[src/rtl/cmos_capture.sv]
// CMOS sensor front end: registers the 8-bit parallel bus, pairs bytes into RGB565
// pixels and emits a framed sop/eop/vld stream after discarding settling frames.
module cmos_capture #(
  parameter int unsigned H_PIXEL    = 640,
  parameter int unsigned V_LINE     = 480,
  parameter int unsigned FRAME_SKIP = 10
) (
  input  logic        clk,
  input  logic        rst_n,
  input  logic        cmos_vsync,
  input  logic        cmos_href,
  input  logic [7:0]  cmos_data,
  output logic        dout_sop,
  output logic        dout_eop,
  output logic        dout_vld,
  output logic [15:0] dout,
  output logic        frame_err
);

  localparam int unsigned ColW  = $clog2(H_PIXEL + 1);
  localparam int unsigned RowW  = $clog2(V_LINE + 1);
  localparam int unsigned SkipW = (FRAME_SKIP == 0) ? 1 : $clog2(FRAME_SKIP + 1);

  localparam logic [1:0] S_SKIP = 2'd0;
  localparam logic [1:0] S_WAIT = 2'd1;
  localparam logic [1:0] S_ACT  = 2'd2;

  logic             vsync_q, href_q, vsync_qq, href_qq;
  logic [7:0]       data_q;
  logic [1:0]       state_q, state_d;
  logic [SkipW-1:0] skip_q, skip_d;
  logic             phase_q, phase_d;
  logic [7:0]       hi_q, hi_d;
  logic [ColW-1:0]  col_q, col_d;
  logic [RowW-1:0]  row_q, row_d;
  logic             eop_seen_q, eop_seen_d;
  logic             vld_q, vld_d, sop_q, sop_d, eop_q, eop_d, err_q, err_d;
  logic [15:0]      dout_q, dout_d;
  logic             vs_rise, href_fall, in_range;

  assign vs_rise   = vsync_q & ~vsync_qq;
  assign href_fall = ~href_q & href_qq;
  assign in_range  = (col_q < ColW'(H_PIXEL)) && (row_q < RowW'(V_LINE));

  always_comb begin
    state_d    = state_q;
    skip_d     = skip_q;
    phase_d    = 1'b0;
    hi_d       = hi_q;
    col_d      = col_q;
    row_d      = row_q;
    eop_seen_d = eop_seen_q;
    vld_d      = 1'b0;
    sop_d      = 1'b0;
    eop_d      = 1'b0;
    err_d      = 1'b0;
    dout_d     = dout_q;
    case (state_q)
      S_SKIP: begin
        if (FRAME_SKIP == 0) begin
          state_d = S_WAIT;
        end else if (vs_rise) begin
          if (skip_q == SkipW'(FRAME_SKIP - 1)) state_d = S_WAIT;
          else skip_d = skip_q + SkipW'(1);
        end
      end
      S_WAIT: begin
        if (vs_rise) begin
          state_d    = S_ACT;
          col_d      = '0;
          row_d      = '0;
          eop_seen_d = 1'b0;
        end
      end
      S_ACT: begin
        // Frame start wins over a coincident byte, which is dropped.
        if (vs_rise) begin
          err_d      = ~eop_seen_q;
          col_d      = '0;
          row_d      = '0;
          eop_seen_d = 1'b0;
        end else if (href_q) begin
          phase_d = ~phase_q;
          if (!phase_q) begin
            hi_d = data_q;
          end else begin
            if (in_range) begin
              vld_d  = 1'b1;
              dout_d = {hi_q, data_q};
              sop_d  = (col_q == '0) && (row_q == '0);
              eop_d  = (col_q == ColW'(H_PIXEL - 1)) && (row_q == RowW'(V_LINE - 1));
              if (eop_d) eop_seen_d = 1'b1;
            end
            if (col_q != ColW'(H_PIXEL)) col_d = col_q + ColW'(1);
          end
        end else if (href_fall) begin
          col_d = '0;
          // Only lines that produced a pixel advance the row; saturate past the frame.
          if ((col_q != '0) && (row_q != RowW'(V_LINE))) row_d = row_q + RowW'(1);
        end
      end
      default: state_d = S_SKIP;
    endcase
  end

  always_ff @(posedge clk) begin
    if (!rst_n) begin
      vsync_q    <= 1'b0;
      href_q     <= 1'b0;
      data_q     <= '0;
      vsync_qq   <= 1'b0;
      href_qq    <= 1'b0;
      state_q    <= S_SKIP;
      skip_q     <= '0;
      phase_q    <= 1'b0;
      hi_q       <= '0;
      col_q      <= '0;
      row_q      <= '0;
      eop_seen_q <= 1'b0;
      vld_q      <= 1'b0;
      sop_q      <= 1'b0;
      eop_q      <= 1'b0;
      err_q      <= 1'b0;
      dout_q     <= '0;
    end else begin
      vsync_q    <= cmos_vsync;
      href_q     <= cmos_href;
      data_q     <= cmos_data;
      vsync_qq   <= vsync_q;
      href_qq    <= href_q;
      state_q    <= state_d;
      skip_q     <= skip_d;
      phase_q    <= phase_d;
      hi_q       <= hi_d;
      col_q      <= col_d;
      row_q      <= row_d;
      eop_seen_q <= eop_seen_d;
      vld_q      <= vld_d;
      sop_q      <= sop_d;
      eop_q      <= eop_d;
      err_q      <= err_d;
      dout_q     <= dout_d;
    end
  end

  assign dout_vld  = vld_q;
  assign dout_sop  = sop_q;
  assign dout_eop  = eop_q;
  assign frame_err = err_q;
  assign dout      = dout_q;

endmodule

[config.mk]
export PLATFORM = sky130hd
export DESIGN_NAME = cmos_capture
export DESIGN_NICKNAME = d
export VERILOG_FILES = /design/src/rtl/cmos_capture.sv
export SDC_FILE = /design/constraint.sdc
export NUM_CORES = 1
export LEC_CHECK = 0
export BUFFER_PORTS_ARGS = -buffer_cell sky130_fd_sc_hd__buf_2
export CAP_MARGIN = 20
export CORE_MARGIN = 1
export CORE_UTILIZATION = 52
export DETAILED_ROUTE_END_ITERATION = 10
export PLACE_DENSITY = 0.75
export SLEW_MARGIN = 10
export SYNTH_ARGS = -nofsm -noshare
export SYNTH_HDL_FRONTEND = slang
export SYNTH_SLANG_ARGS = --single-unit
[constraint.sdc]
create_clock -name clk -period 2 [get_ports clk]
set_input_delay 0.4 -clock clk [delete_from_list [all_inputs] [get_ports clk]]
set_output_delay 0.4 -clock clk [all_outputs]
set_load 0.02 [all_outputs]
-- Yosys cells after proc, flatten, opt, wreduce, memory -nomap -nowiden
Cells that the tools add are included.
- bits in registers: 67
- latch bits: 0
- RAM bits: 0
- bits in read-only memories: 0
- bits of input ports: 12
- output and inout bits: 20
- logic and storage cells: 98
- memories: 0
- add/sub/neg operators: 3
- multiply operators: 0
- divide/modulo/power cells: 0
- magnitude comparators: 2
- eq/ne operators: 20
- shifts and indexed selects: 0
- mux-type cells: 25
- bitwise operators: 11
- reduce and logical (&&, ||, !) cells: 20
- operator list (cell ; count):
    $mux 10 ; 6
    $mux 9 ; 5
    $ne 3x3->1 const B ; 7
    $pmux 10 s2 ; 1
    $pmux 9 s2 ; 1
    $reduce_and 5->1 ; 3
    $ne 4x4->1 const B ; 3
    $add 10x1->10 const B ; 1
    $eq 10x10->1 const B ; 1
    $logic_not 10->1 ; 1
    $lt 10x10->1 const B ; 1
    $ne 10x10->1 const B ; 1
    $reduce_bool 10->1 ; 1
    $add 9x1->9 const B ; 1
    $eq 9x9->1 const B ; 1
    $logic_not 9->1 ; 1
    $lt 9x9->1 const B ; 1
    $ne 9x9->1 const B ; 1
    $not 1->1 ; 9
    $reduce_and 4->1 ; 2
    $mux 1 ; 7
    $mux 2 ; 3
    $ne 2x2->1 const B ; 3
    $pmux 2 s3 ; 1
    14 further kinds ; 19

-- Longest topological paths before layout
- word-level depth: 8
- mapped depth: 9
- gate-level depth less buffers: 7

-- Worst setup path after synthesis
No wires, ideal clock.
- path type: register to register
- start point: reg row_q[0]
- end point: reg row_q[8]
- library setup time: 88 ps
- data arrival time: 1825 ps
- required time: 1912 ps
- setup slack: 87 ps
- stages on the path, launching flop included: 7
- buffers on the path: 0
- clock period less this slack: 1913 ps
- path through: dfxtp_1 > ha_1 > nand4_2 > or2_1 > a2111o_1 > or3_1 > o32ai_2
- longest elaborated chain between the ends: 6
- elaborated cells on any way between the ends: 10
- classes of those cells: 1 x add/sub; 2 x eq/ne; 5 x mux; 2 x reduce/logical
- RTL lines (what ; RTL line ; source):
    start: declaration ; 35 ; logic [RowW-1:0] row_q, row_d;
    start signal: assignment ; 136 ; row_q <= row_d;
    $add 9x1->9 ; 99 ; if ((col_q != '0) && (row_q != RowW'(V_LINE))) row_d = row_q + RowW'(1);
    $mux 9 ; 99 ;
    $mux 9 ; 96 ; end else if (href_fall) begin
    $mux 9 ; 82 ; end else if (href_q) begin
    $mux 9 ; 77 ; if (vs_rise) begin
    $pmux 9 s2 ; 58 ; case (state_q)
Parallel ways exist; a longest one is shown, timed or not. The select of a mux whose other input is x is not followed.
A chain may end at the register's enable or synchronous reset.

-- Worst setup path in the final report
- start point: reg state_q[0]
- end point: reg col_q[9]
- longest elaborated chain between the ends: 3
- elaborated cells on any way between the ends: 9
- classes of those cells: 6 x eq/ne; 1 x mux; 2 x reduce/logical
- RTL lines (what ; RTL line ; source):
    start: declaration ; 30 ; logic [1:0] state_q, state_d;
    start signal: assignment ; 131 ; state_q <= state_d;
    $eq 2x2->1 or $eq 2x1->1 (tied branches) ; 58 ;
    $ne 4x4->1 (no source line), or another cell as far along ; - ;
    $reduce_and 5->1 (no source line) ; - ;
    end signal: assignment ; 135 ; col_q <= col_d;
    end: declaration ; 34 ; logic [ColW-1:0] col_q, col_d;
Parallel ways exist; a longest one is shown, timed or not.

==> flow_metrics.py <==
metrics = {
    "run_status": {
        "outcome": "complete, no violations",
    },
    "worst_setup_path": {
        "cp-end-kind": "flop",
        "timing.critical_path.required_ns": 2.28,
        "criticalPathCategory": "flop to flop",
        "worstPathArrival_ns": 2.21,
        "timing.critical_path.fanout_max": 5,
        "timing.critical_path.from_type": "flop",
    },
    "synth": {
        "synth_most_common_cell": "sky130_fd_sc_hd__dfxtp_1",
        "synth.top_cells.by_count": "67 x sky130_fd_sc_hd__dfxtp_1, 43 x sky130_fd_sc_hd__nor2_1, 27 x sky130_fd_sc_hd__mux2i_1, 20 x sky130_fd_sc_hd__a21oi_1, 16 x sky130_fd_sc_hd__nand2_1",
        "yosysTopAreaCellShare": 0.4566,
        "post_synth_fa_ha_maj_area_fraction": 0.03833,
        "combinational_family_with_the_most_area_after_synthesis": "simple AND/OR/NAND/NOR gates",
        "post_synth_mux_area_share": 0.09199,
        "synthesized_area_fraction_occupied_by_ao_oa_aoi_and_oai_cells": 0.1163,
        "net_count_after_synthesis": 340,
        "synth_top_cell_by_area": "sky130_fd_sc_hd__dfxtp_1",
        "synth-simple-area-share": 0.2436,
        "post_synth_xor_area_fraction": 0.008944,
        "share_of_flip_flops_with_an_asynchronous_set_or_reset": 0,
        "avgSynthCellArea_sq_um": 9.209,
        "synth.cell_area_sq_um": 2938,
        "synth-edff-count": 0,
        "synth.top_cells.by_area": "sky130_fd_sc_hd__dfxtp_1 46%, sky130_fd_sc_hd__mux2i_1 9.2%, sky130_fd_sc_hd__nor2_1 5.5%, sky130_fd_sc_hd__ha_1 3.8%, sky130_fd_sc_hd__a21oi_1 3.4%",
        "ys_seq_area_frac": 0.4566,
        "netlist-cell-type-count": 53,
        "synth_seq_cells": 67,
        "ys.flop_type": "sky130_fd_sc_hd__dfxtp_1",
        "ys_warn_count": 0,
        "syn_inst": 319,
    },
    "clock_network": {
        "cts_tree": "yes",
        "insertion_delay_ns": 0.34,
        "cts.htree.levels": 3,
        "cts.hold.buffers_added": 0,
        "clk_transition_reported_paths_ns": 0.07,
        "clockRootBuffer": "sky130_fd_sc_hd__clkbuf_8",
        "clockBufferDepth": 2,
        "numCtsBuffers": 9,
        "cts_sinks": 67,
    },
    "global_route": {
        "via_count_of_the_first_global_routing_pass": 2117,
        "grt_overflow_total": 0,
        "grt_start_max_net_pins": 32,
        "grt_first_pass_wirelength_um": 9722,
        "antenna_violations_before_repair": 0,
        "grt_util_all_layers": 0.2092,
    },
    "timing": {
        "setup_viol": 0,
        "layout_setup_ws_ns": 0.06336,
        "clock-skew-final_ns": 0.006488,
        "worst_slew_margin": 0.6901,
        "slew_violations": 0,
        "fin_tns_setup_ns": 0,
        "fmax_mhz": 516.4,
        "post-route-min-period_ns": 1.937,
        "timing.final.hold_violations": 0,
        "post-route-period-util": 0.9683,
        "measured_slew_at_the_worst_slew_check_pin_ns": 0.4637,
    },
    "layout": {
        "regArea_sq_um": 1350,
        "antenna_cells_inserted": 0,
        "layout-drive-gt1-share": 0.2174,
        "num-nets-final": 384,
        "area_delta_synth_final_pct": 18.78,
        "num-fill-cells": 490,
        "multiInputGateArea_sq_um": 1514,
    },
    "drt": {
        "routedLengthMet1_um": 2820,
        "wirelength_um": 5961,
        "first_iter_violations": 97,
        "route.top_layer_used": "met4",
        "wire_per_inst_um": 13.55,
        "detail_route.drc_violations": 0,
        "routed_wire_length_on_met2_um": 2774,
        "avgViaCountPerCell": 5.491,
        "final_antenna_net_count": 0,
        "via_count": 2416,
        "routed-wl-met3_um": 226,
        "drt_pre_antenna_iters": 5,
    },
    "power": {
        "combinationalPowerShare": 0.116,
        "power.switching_uw": 743.3,
        "vdd_drop_max_uv": 915.2,
        "power_frac_clock": 0.397,
        "power_report.internal_total_mw": 2.086,
        "static-leakage-power_nw": 1.383,
        "seqPwrFrac": 0.487,
        "power_density_nw_per_um2": 810.7,
        "sw_frac_of_total": 0.2628,
    },
    "min_path": {
        "min-delay-path-class": "input pin to flop",
    },
    "place": {
        "numPortBuffers": 31,
        "hpwlAfterDp_um": 4039,
        "gp_routability_congestion": 0.8694,
        "dp_slack_ns": -0.08145,
    },
    "run": {
        "max_cap_viol_count": 0,
    },
    "floorplanning": {
        "core-area_sq_um": 5473,
        "core.rowCount": 27,
        "floorplan.die_area_sq_um": 5954,
        "die_x_extent_um": 77.17,
        "io_pins": 32,
        "die_h_um": 77.17,
        "floorplan.initialDensity": 0.5368,
    },
}
## cell families after synthesis
group / after synthesis
adders and majority gates: 9
xor gates and xnor gates: 3
DFF: 67
and+or+nand+nor: 132
muxes: 27
AOI/OAI and AO/OA: 53
buffers and inverters: 28
## registers in the layout (all words and copies together) (netlist names)
signal,count
dout,16
col_q,10
row_q,9
data_q,8
hi_q,8
skip_q,4
state_q,2
dout_eop,1
dout_sop,1
dout_vld,1
eop_seen_q,1
frame_err,1
href_q,1
href_qq,1
phase_q,1
vsync_q,1
vsync_qq,1
## layout by cell type, fill, tap and decap left out, types with 5 or more instances in the layout
master                     instances
sky130_fd_sc_hd__buf_2            32
sky130_fd_sc_hd__nand2_1          16
sky130_fd_sc_hd__inv_1            15
sky130_fd_sc_hd__ha_1              7
sky130_fd_sc_hd__buf_4            11
sky130_fd_sc_hd__or4_1             6
sky130_fd_sc_hd__clkbuf_8          9
sky130_fd_sc_hd__nand3_1           9
sky130_fd_sc_hd__and2_1           14
sky130_fd_sc_hd__nand4_1           8
sky130_fd_sc_hd__o21ai_0           8
sky130_fd_sc_hd__dfxtp_1          62
sky130_fd_sc_hd__or3_1             5
sky130_fd_sc_hd__a21oi_1          20
sky130_fd_sc_hd__nor2_1           43
sky130_fd_sc_hd__mux2i_1          27
## final cells by class
cell class              count  area share
clock buffers               9     0.03550
multi-input cells         224      0.4338
flip-flops and latches     67      0.3869
well taps                  72     0.02582
repair buffers             45     0.07852
clock inverters             7     0.02223
inverters                  16     0.01721
## repair_timing
| item | in CTS | in global routing |
|---|---|---|
| endpoints found under the setup margin | 1 | 12 |
| buffers inserted | 0 | 2 |
| cloned | 0 | 2 |
| gates resized for setup | 4 | 12 |
| pin swaps | 0 | 1 |
## power groups by stage
stage	clock (mW)	sequential [mW]	combinational, mW
final	1.12	1.38	0.328
after global routing	1.21	1.38	0.360
after CTS	1.16	1.38	0.270
after detailed placement	0	1.41	0.268
after global placement	0	1.41	0.262
after floorplan	0	1.40	0.212
## worst paths after layout
check             cells after the start                     from                    end  slack, ns
hold / removal                        2             cmos_data[1]   data_q[1]$_SDFF_PN0_       0.26
hold reg to reg                       1  eop_seen_q$_SDFFE_PN0P_   frame_err$_SDFF_PN0_       0.48
setup / recovery                      7  state_q[0]$_SDFFE_PN0P_  col_q[9]$_SDFFE_PN0P_       0.06
setup reg to reg                      7  state_q[0]$_SDFFE_PN0P_  col_q[9]$_SDFFE_PN0P_       0.06
## through the flow
stage,std cells,area [sq um],utilization,hold WS [ns],total power [mW]
global route,440,3490,0.6376,0.2501,2.952
detailed placement,420,3201,0.5848,0.4511,1.677
CTS,436,3417,0.6244,0.2416,2.804
finish,440,3490,0.6376,0.2567,2.829
floorplan,319,2938,-,0.3991,1.615
global placement,420,3201,0.5848,0.4470,1.669
## routing by layer
metal / vias to the layer above / track usage
met5: - / 0
met4: 0 / 0.1189
met3: 12 / 0.04286
met2: 65 / 0.3257
met1: 1121 / 0.2681
li1: 1218 / -
## critical path: stages, from the launching register on
cell	delay, ns
sky130_fd_sc_hd__dfxtp_2	0.35
sky130_fd_sc_hd__inv_1	0.06
sky130_fd_sc_hd__ha_1	0.30
sky130_fd_sc_hd__a21boi_4	0.20
sky130_fd_sc_hd__o311ai_2	0.15
sky130_fd_sc_hd__buf_4	0.18
sky130_fd_sc_hd__or4_1	0.49
sky130_fd_sc_hd__a21oi_1	0.14
Power figures use the tool's default switching activity.
